**src/rtl/miller_rabin_prime_test_mod_mul.sv**
```systemverilog
// Interleaved shift-add modular multiplier: result = a*b mod m, one bit of b per cycle.
module mod_mul #(
  parameter int WORD_WIDTH = 32
) (
  input  logic                  clk,
  input  logic                  rst,
  input  logic                  start,
  input  logic [WORD_WIDTH-1:0] a,
  input  logic [WORD_WIDTH-1:0] b,
  input  logic [WORD_WIDTH-1:0] m,
  output logic                  busy,
  output logic                  done,
  output logic [WORD_WIDTH-1:0] result
);

  localparam int XW   = WORD_WIDTH + 2;
  localparam int CNTW = $clog2(WORD_WIDTH + 1);

  logic [WORD_WIDTH-1:0] a_q, b_q, m_q, r_q, r_next;
  logic [CNTW-1:0]       cnt_q;
  logic                  busy_q, done_q;
  logic [XW-1:0]         m_x, t_dbl, t_red, t_add;

  // r stays below m: 2r < 2m, one subtraction; +a < 2m, one more subtraction.
  always_comb begin
    m_x    = {2'b00, m_q};
    t_dbl  = {1'b0, r_q, 1'b0};
    t_red  = (t_dbl >= m_x) ? t_dbl - m_x : t_dbl;
    t_add  = t_red + (b_q[WORD_WIDTH-1] ? {2'b00, a_q} : '0);
    r_next = (t_add >= m_x) ? WORD_WIDTH'(t_add - m_x) : t_add[WORD_WIDTH-1:0];
  end

  always_ff @(posedge clk or negedge rst) begin
    if (!rst) begin
      a_q    <= '0;
      b_q    <= '0;
      m_q    <= '0;
      r_q    <= '0;
      cnt_q  <= '0;
      busy_q <= 1'b0;
      done_q <= 1'b0;
    end else if (start) begin
      a_q    <= a;
      b_q    <= b;
      m_q    <= m;
      r_q    <= '0;
      cnt_q  <= CNTW'(WORD_WIDTH);
      busy_q <= 1'b1;
      done_q <= 1'b0;
    end else if (busy_q) begin
      r_q   <= r_next;
      b_q   <= {b_q[WORD_WIDTH-2:0], 1'b0};
      cnt_q <= cnt_q - 1'b1;
      if (cnt_q == CNTW'(1)) begin
        busy_q <= 1'b0;
        done_q <= 1'b1;
      end
    end else begin
      done_q <= 1'b0;
    end
  end

  assign busy   = busy_q;
  assign done   = done_q;
  assign result = r_q;

endmodule

```
**config.mk**
```make
export PLATFORM = sky130hd
export DESIGN_NAME = mod_mul
export DESIGN_NICKNAME = d
export VERILOG_FILES = /design/src/rtl/miller_rabin_prime_test_mod_mul.sv
export SDC_FILE = /design/constraint.sdc
export NUM_CORES = 1
export LEC_CHECK = 0
export ABC_AREA = 1
export BUFFER_PORTS_ARGS = -buffer_cell sky130_fd_sc_hd__buf_2
export CAP_MARGIN = 0
export CELL_PAD_IN_SITES_DETAIL_PLACEMENT = 1
export CELL_PAD_IN_SITES_GLOBAL_PLACEMENT = 1
export CORE_ASPECT_RATIO = 0.9
export CORE_UTILIZATION = 46
export CTS_CLUSTER_SIZE = 25
export DETAILED_ROUTE_END_ITERATION = 7
export PLACE_DENSITY = 0.87
export SETUP_SLACK_MARGIN = 0.4
export SLEW_MARGIN = 20
export SYNTH_ARGS = -nofsm -noshare
export SYNTH_HDL_FRONTEND = slang
export SYNTH_SLANG_ARGS = --single-unit
```
**constraint.sdc**
```tcl
create_clock -name clk -period 8.2 [get_ports clk]
set_clock_uncertainty 0.15 [all_clocks]
set_input_delay 0.41 -clock clk [delete_from_list [all_inputs] [get_ports clk]]
set_output_delay 0.41 -clock clk [all_outputs]
set_load 0.05 [all_outputs]
```
==> impl_metrics.ini, run 1 <==
[sta]
min_period_over_period_pct = 88.7
tns_ps = 0
min_period_ps = 7280
setup_viol = 0
worst_pin_slew_ps = 1050
maxSlewViolCount = 0
fmax_ghz = 0.137
rsz0062_at_grt = no
hold_viol_final = 0
timing.slew.headroom_pct = 29.7

[logic_synthesis]
synthTopCellsByCount = nand2_1, inv_1, dfrtp_1
synthMostInstantiatedCell = nand2_1
synth_edf_count = 0
ys_top_cells_by_area = dfrtp_1, nand2_1, ha_1, inv_1, a21oi_1
ys_seq_area_share_pct = 27.7
synth_top_area_share_pct = 27.7
synth_area_per_cell_um2 = 6.45
synth_cells = 1907
synth_nets = 2107
synth-seq-cells = 136
syn-cell-area_um2 = 12300
ys_async_sr_fraction_pct = 100
yosys.area.top_type = dfrtp_1
ys.warnings.count = 0
synth_flop_cell = dfrtp_1
synth.distinct_cells = 46

[clock_network]
clk_latency_ps = 450
cts_tree = yes
cts_setup_buffers = 0
cts_buffers = 17
cts_root_buf = clkbuf_16
clockBufferDepth = 2
path_clk_slew_ps = 70
clock_sinks = 136
htreeDepth = 4

[worst_setup_path]
start_kind = flop
cp.arrival_ps = 7510
cp_max_fo = 32
slowest_delay_ps = 590
worst-endpoint-required_ps = 8440
cp_slowest_cell = o31ai_1
worstSetupPathType = flop to flop
cpMostUsedCell = nand2_1
crit_path_end_kind = flop

[placed_design]
gp_congestion = 0.986
dpl.hpwl_um = 36700
io_buffers = 132

[floorplanning]
start_util_pct = 47.1
rows = 56
io_pins = 133
core_area_um2 = 26100
dieArea_um2 = 27400
dieWidth_um = 174
die_h_um = 157

[route]
drt_pre_antenna_iters = 5
ant_nets = 0
wl_per_cell_um = 19.3
drc = 0
finalWirelength_um = 45800
drtIter0Drc = 817
routed_via_density = 5.52
vias = 13100

[global_routing]
overflow = 0
grt_usage_pct = 34.1
grt_pass1_wl_um = 72400
grt_pass1_vias = 13600
antenna_found_initial = 0
grt_max_degree = 90

[run]
maxCapViolations = 0

[finish]
antenna_cells = 0
drive_above_1_share_pct = 9.57
finalNetCount = 2215
area_growth_pct = 12.9

[hold_path]
hold_path_class = primary input to flop

[outcome]
status = finished clean
==> routing by layer <==
metal | vias up | GRT usage [%] | share of wire (%)
met4 | 0 | 9.48 | 2.2
met5 | - | 0 | 0
li1 | 6365 | - | -
met1 | 6384 | 46.0 | 48
met2 | 319 | 55.8 | 45
met3 | 53 | 6.38 | 5.0
==> worst max-delay path: cells and delay by family (launching register included) <==
family                   cells  cell delay [ps]
AND/OR/NAND/NOR             14             1820
buffers and inverters        7              830
adder cells (fa/ha/maj)      3             1140
AO/OA/AOI/OAI               13             2840
flip-flops                   1              360
==> final timing paths <==
check                      startpoint        end  slack [ps]  cells after the start
max reg2reg                    m_q[3]  result[3]         920                     37
min                             a[18]    a_q[18]           7                      3
min in group asynchronous         rst     m_q[2]         370                      2
min reg2reg                   a_q[10]    a_q[10]         320                      2
max                            m_q[3]  result[3]         920                     37
max in group asynchronous         rst    a_q[29]        6140                      3
==> registers in the layout, summed over array words and instances, names as in the netlist <==
| signal | flops |
|---|---|
| m_q | 32 |
| done | 1 |
| result | 32 |
| a_q | 32 |
| busy | 1 |
| b_q | 32 |
| cnt_q | 6 |
==> what timing repair did <==
action | in CTS | in global routing
resized for setup | 0 | 9
setup endpoints to repair | 0 | 32
hold endpoints to repair | 64 | 0
hold buffers | 3 | 0
==> cells in the final DEF (no fill, tap or decap), types with 3 or more instances in the layout <==
cell | Yosys | final
o211ai_1 | 12 | 12
o21bai_1 | 13 | 13
xor2_1 | 34 | 34
o221ai_1 | 13 | 13
o21a_1 | 6 | 6
o21ai_0 | 103 | 99
a21oi_1 | 112 | 112
nand4_1 | 46 | 46
a211oi_1 | 3 | 3
nand3b_1 | 6 | 6
nand3_1 | 78 | 78
dfrtp_1 | 136 | 136
clkbuf_16 | 0 | 17
o21ai_1 | 15 | 19
nor2_1 | 130 | 128
nand2_2 | 5 | 5
inv_1 | 266 | 266
a221oi_1 | 3 | 3
nor2_2 | 4 | 4
clkinv_8 | 0 | 7
nor4_1 | 6 | 6
a21boi_0 | 4 | 4
or2_2 | 3 | 3
nor3_1 | 14 | 14
buf_4 | 0 | 8
a21o_1 | 11 | 11
dlygate4sd3_1 | 0 | 3
buf_2 | 17 | 130
fa_1 | 3 | 3
inv_8 | 0 | 4
xnor2_1 | 36 | 35
o31ai_1 | 3 | 3
ha_1 | 98 | 98
nand2_1 | 666 | 666
a31oi_1 | 6 | 6
==> per-stage QoR <==
step / setup slack, ps / util [%] / instances / hold slack [ps] / area [um^2]
after global placement: 896 / 50.6 / 2341 / 288 / 13200
after floorplan: 2490 / - / 1907 / -35.6 / 12300
final: 924 / 53.2 / 2376 / 7.41 / 13900
after CTS: 676 / 53.1 / 2376 / 0.223 / 13900
after detailed placement: 776 / 50.6 / 2341 / 286 / 13200
after global routing: 424 / 53.2 / 2376 / 9.62 / 13900
==> cell type report <==
cell class | count | area [um^2]
clock inverters | 15 | 199
well taps | 348 | 435
inverters | 270 | 1020
clock buffers | 17 | 425
multi-input cells | 1448 | 7660
repair buffers | 142 | 752
fillers | 3610 | 12200
flip-flops and latches | 136 | 3400
==> logic make-up (layout without fill, tap and decap cells) <==
| kind of cell | count (synthesis) | after routing | synth area share, % |
|---|---|---|---|
| flip-flops | 136 | 136 | 27.7 |
| XOR/XNOR | 70 | 70 | 4.98 |
| adder cells (fa/ha/maj) | 101 | 101 | 10.5 |
| buffers and inverters | 323 | 444 | 10.3 |
| AND/OR/NAND/NOR | 967 | 967 | 32.3 |
| AO/OA/AOI/OAI | 310 | 310 | 14.3 |
Power of run 1 is not shown: default switching activity piles up to over one toggle a cycle in this logic, so the estimate is an artifact.
==> inputs of run 2 (changes only) <==
- ABC_AREA: 1 -> default
- CORE_UTILIZATION: 46 -> 49
- CTS_CLUSTER_SIZE: 25 -> default
==> impl_metrics.ini, run 2 <==
[outcome]
status = finished clean

[floorplanning]
rows = 52
core_area_um2 = 22600
io_pins = 133
dieArea_um2 = 23700
start_util_pct = 50.1
dieWidth_um = 162
die_h_um = 146

[logic_synthesis]
synth_simple_gate_area_share_pct = 16.5
synth_flop_cell = dfrtp_1
synth_fa_ha_area_share_pct = 11.4
synthMostInstantiatedCell = dfrtp_1
ys_seq_area_share_pct = 30.1
ys.warnings.count = 0
ys_top_cells_by_area = dfrtp_1, ha_1, o21ai_0, xnor2_1, mux2i_1
synth_nets = 1523
synth_top_family_by_area = compound AO/OA/AOI/OAI gates
synth_cells = 1323
synth_top_area_share_pct = 30.1
ys_async_sr_fraction_pct = 100
synth-seq-cells = 136
synthXorXnorAreaFrac_pct = 6.81
synthTopCellsByCount = dfrtp_1, nand2_1, nor2_1, o21ai_0, a21oi_1
synth_area_per_cell_um2 = 8.55
synth.distinct_cells = 73
synth-compound-area-share_pct = 21.8
syn-cell-area_um2 = 11300
synth_edf_count = 0
yosys.area.top_type = dfrtp_1
synth.mux.area_fraction_pct = 8.98

[sta]
fmax_ghz = 0.127
hold_viol_final = 0
min_period_ps = 7850
hold_slack_ps = 10.0
timing.slew.headroom_pct = 39.2
setup_viol = 0
min_period_over_period_pct = 95.7
rsz0062_at_grt = no
maxSlewViolCount = 0
tns_ps = 0
worst_pin_slew_ps = 912

[clock_network]
clock_sinks = 136
htreeDepth = 4
clk_latency_ps = 450
cts_root_buf = clkbuf_16
path_clk_slew_ps = 80
clockBufferDepth = 2
cts_buffers = 17
cts_tree = yes

[placed_design]
dpl.hpwl_um = 27500
dp_cells = 1739
io_buffers = 132
gp_congestion = 0.895

[global_routing]
grt_pass1_wl_um = 64200
grt_usage_pct = 34.7
grt_max_degree = 133
antenna_found_initial = 0
grt_pass1_vias = 11700
overflow = 0

[worst_setup_path]
cp_max_fo = 9
critical_path.startpoint = result[27]
rr_endpoint = result[16]
cp_slowest_cell = or3_4
worst-endpoint-required_ps = 8390
timing.rr.start = result[27]
cp.arrival_ps = 8030
slowest_delay_ps = 490
r2r_slack_ps = 350
start_kind = flop
crit_path_end_kind = flop
worstSetupPathType = flop to flop
rr_worst_depth = 33

[finish]
final_cell_mix = dfrtp_1, buf_2, nor2_1
drive_above_1_share_pct = 23.8
area_growth_pct = 20.6
fill_cells = 2641
post-route-util_pct = 60.4
finalNetCount = 1684
finalNonFillerCells = 1794
antenna_cells = 0

[hold_path]
worstHoldEndpoint = m_q[14]
worstHoldStart = m[14]
hold_path_class = primary input to flop
worstHoldPathCells = 3

[route]
routed_via_density = 6.42
vias = 11500
finalWirelength_um = 43000
drc = 0
ant_nets = 0
drtIter0Drc = 989
drt_pre_antenna_iters = 5
wl_per_cell_um = 24.0

[run]
maxCapViolations = 0
==> run 2: cell types whose count changed after synthesis, moves of 14 or more <==
cell and change:
nand2_1 -547, inv_1 -203, nand3_1 -60, mux2i_1 +52, mux2_2 +44, and2_1 +35, nand4_1 -33, a211oi_1 +31
xnor2_1 +26, a21o_1 +23, nor2b_1 +17, o21ai_0 +16, buf_2 -14
==> run 2: cell families after synthesis <==
family	Yosys count
xor+xnor	88
fa+ha+maj	101
compound gates	389
simple gates	394
buf+inv	119
mux	96
flops	136
==> run 2: worst max-delay path: cells and delay by family, from the launching register on <==
kind | cells | cell delay [ps]
xor gates and xnor gates | 1 | 290
DFF | 1 | 420
buffers and inverters | 4 | 660
AOI/OAI and AO/OA | 13 | 2810
muxes | 1 | 110
and+or+nand+nor | 11 | 2170
adders and majority gates | 3 | 1100
==> run 2: worst max path at each step <==
stage          cells after the start  slack [ps]    endpoint
2_1_floorplan                     32         590   result[0]
3_3_place_gp                      31         350   result[4]
3_5_place_dp                      32          60   result[2]
4_1_cts                           33         380  result[11]
5_1_grt                           33         150  result[16]
6_report                          33         350  result[16]
==> run 2: cell type report <==
cell class / instances / area (um^2) / area share (%)
clock inverter: 15 / 195 / 1.43
multi-input combinational: 1069 / 7740 / 56.8
tap: 297 / 372 / 2.72
inverter: 63 / 236 / 1.73
timing repair buffer: 197 / 1250 / 9.20
sequential: 136 / 3410 / 25.0
clock buffer: 17 / 425 / 3.12
==> run 2: what timing repair did <==
action                     in CTS  in global routing
buffers inserted               10                 10
hold buffers                    1                  0
hold endpoints to repair       71                  0
setup endpoints to repair      32                 32
gates resized for setup        13                 72
pin swaps                       6                 21
cloned                          1                  1
==> run 2: layer usage <==
| metal | vias up | share of wire, % | global-route usage [%] |
|---|---|---|---|
| met5 | - | 0 | 0 |
| met4 | 0 | 4.2 | 14.0 |
| met3 | 165 | 6.8 | 5.54 |
| met2 | 587 | 48 | 57.1 |
| met1 | 5705 | 41 | 45.3 |
| li1 | 5061 | - | - |
==> run 2: through the flow <==
step,worst slack (ps),cell area [um^2]
5_1_grt,149,13600
6_report,355,13600
3_3_place_gp,347,12400
4_1_cts,383,13200
2_1_floorplan,587,11300
3_5_place_dp,63.5,12400
Power of run 2 is left out for the same reason.
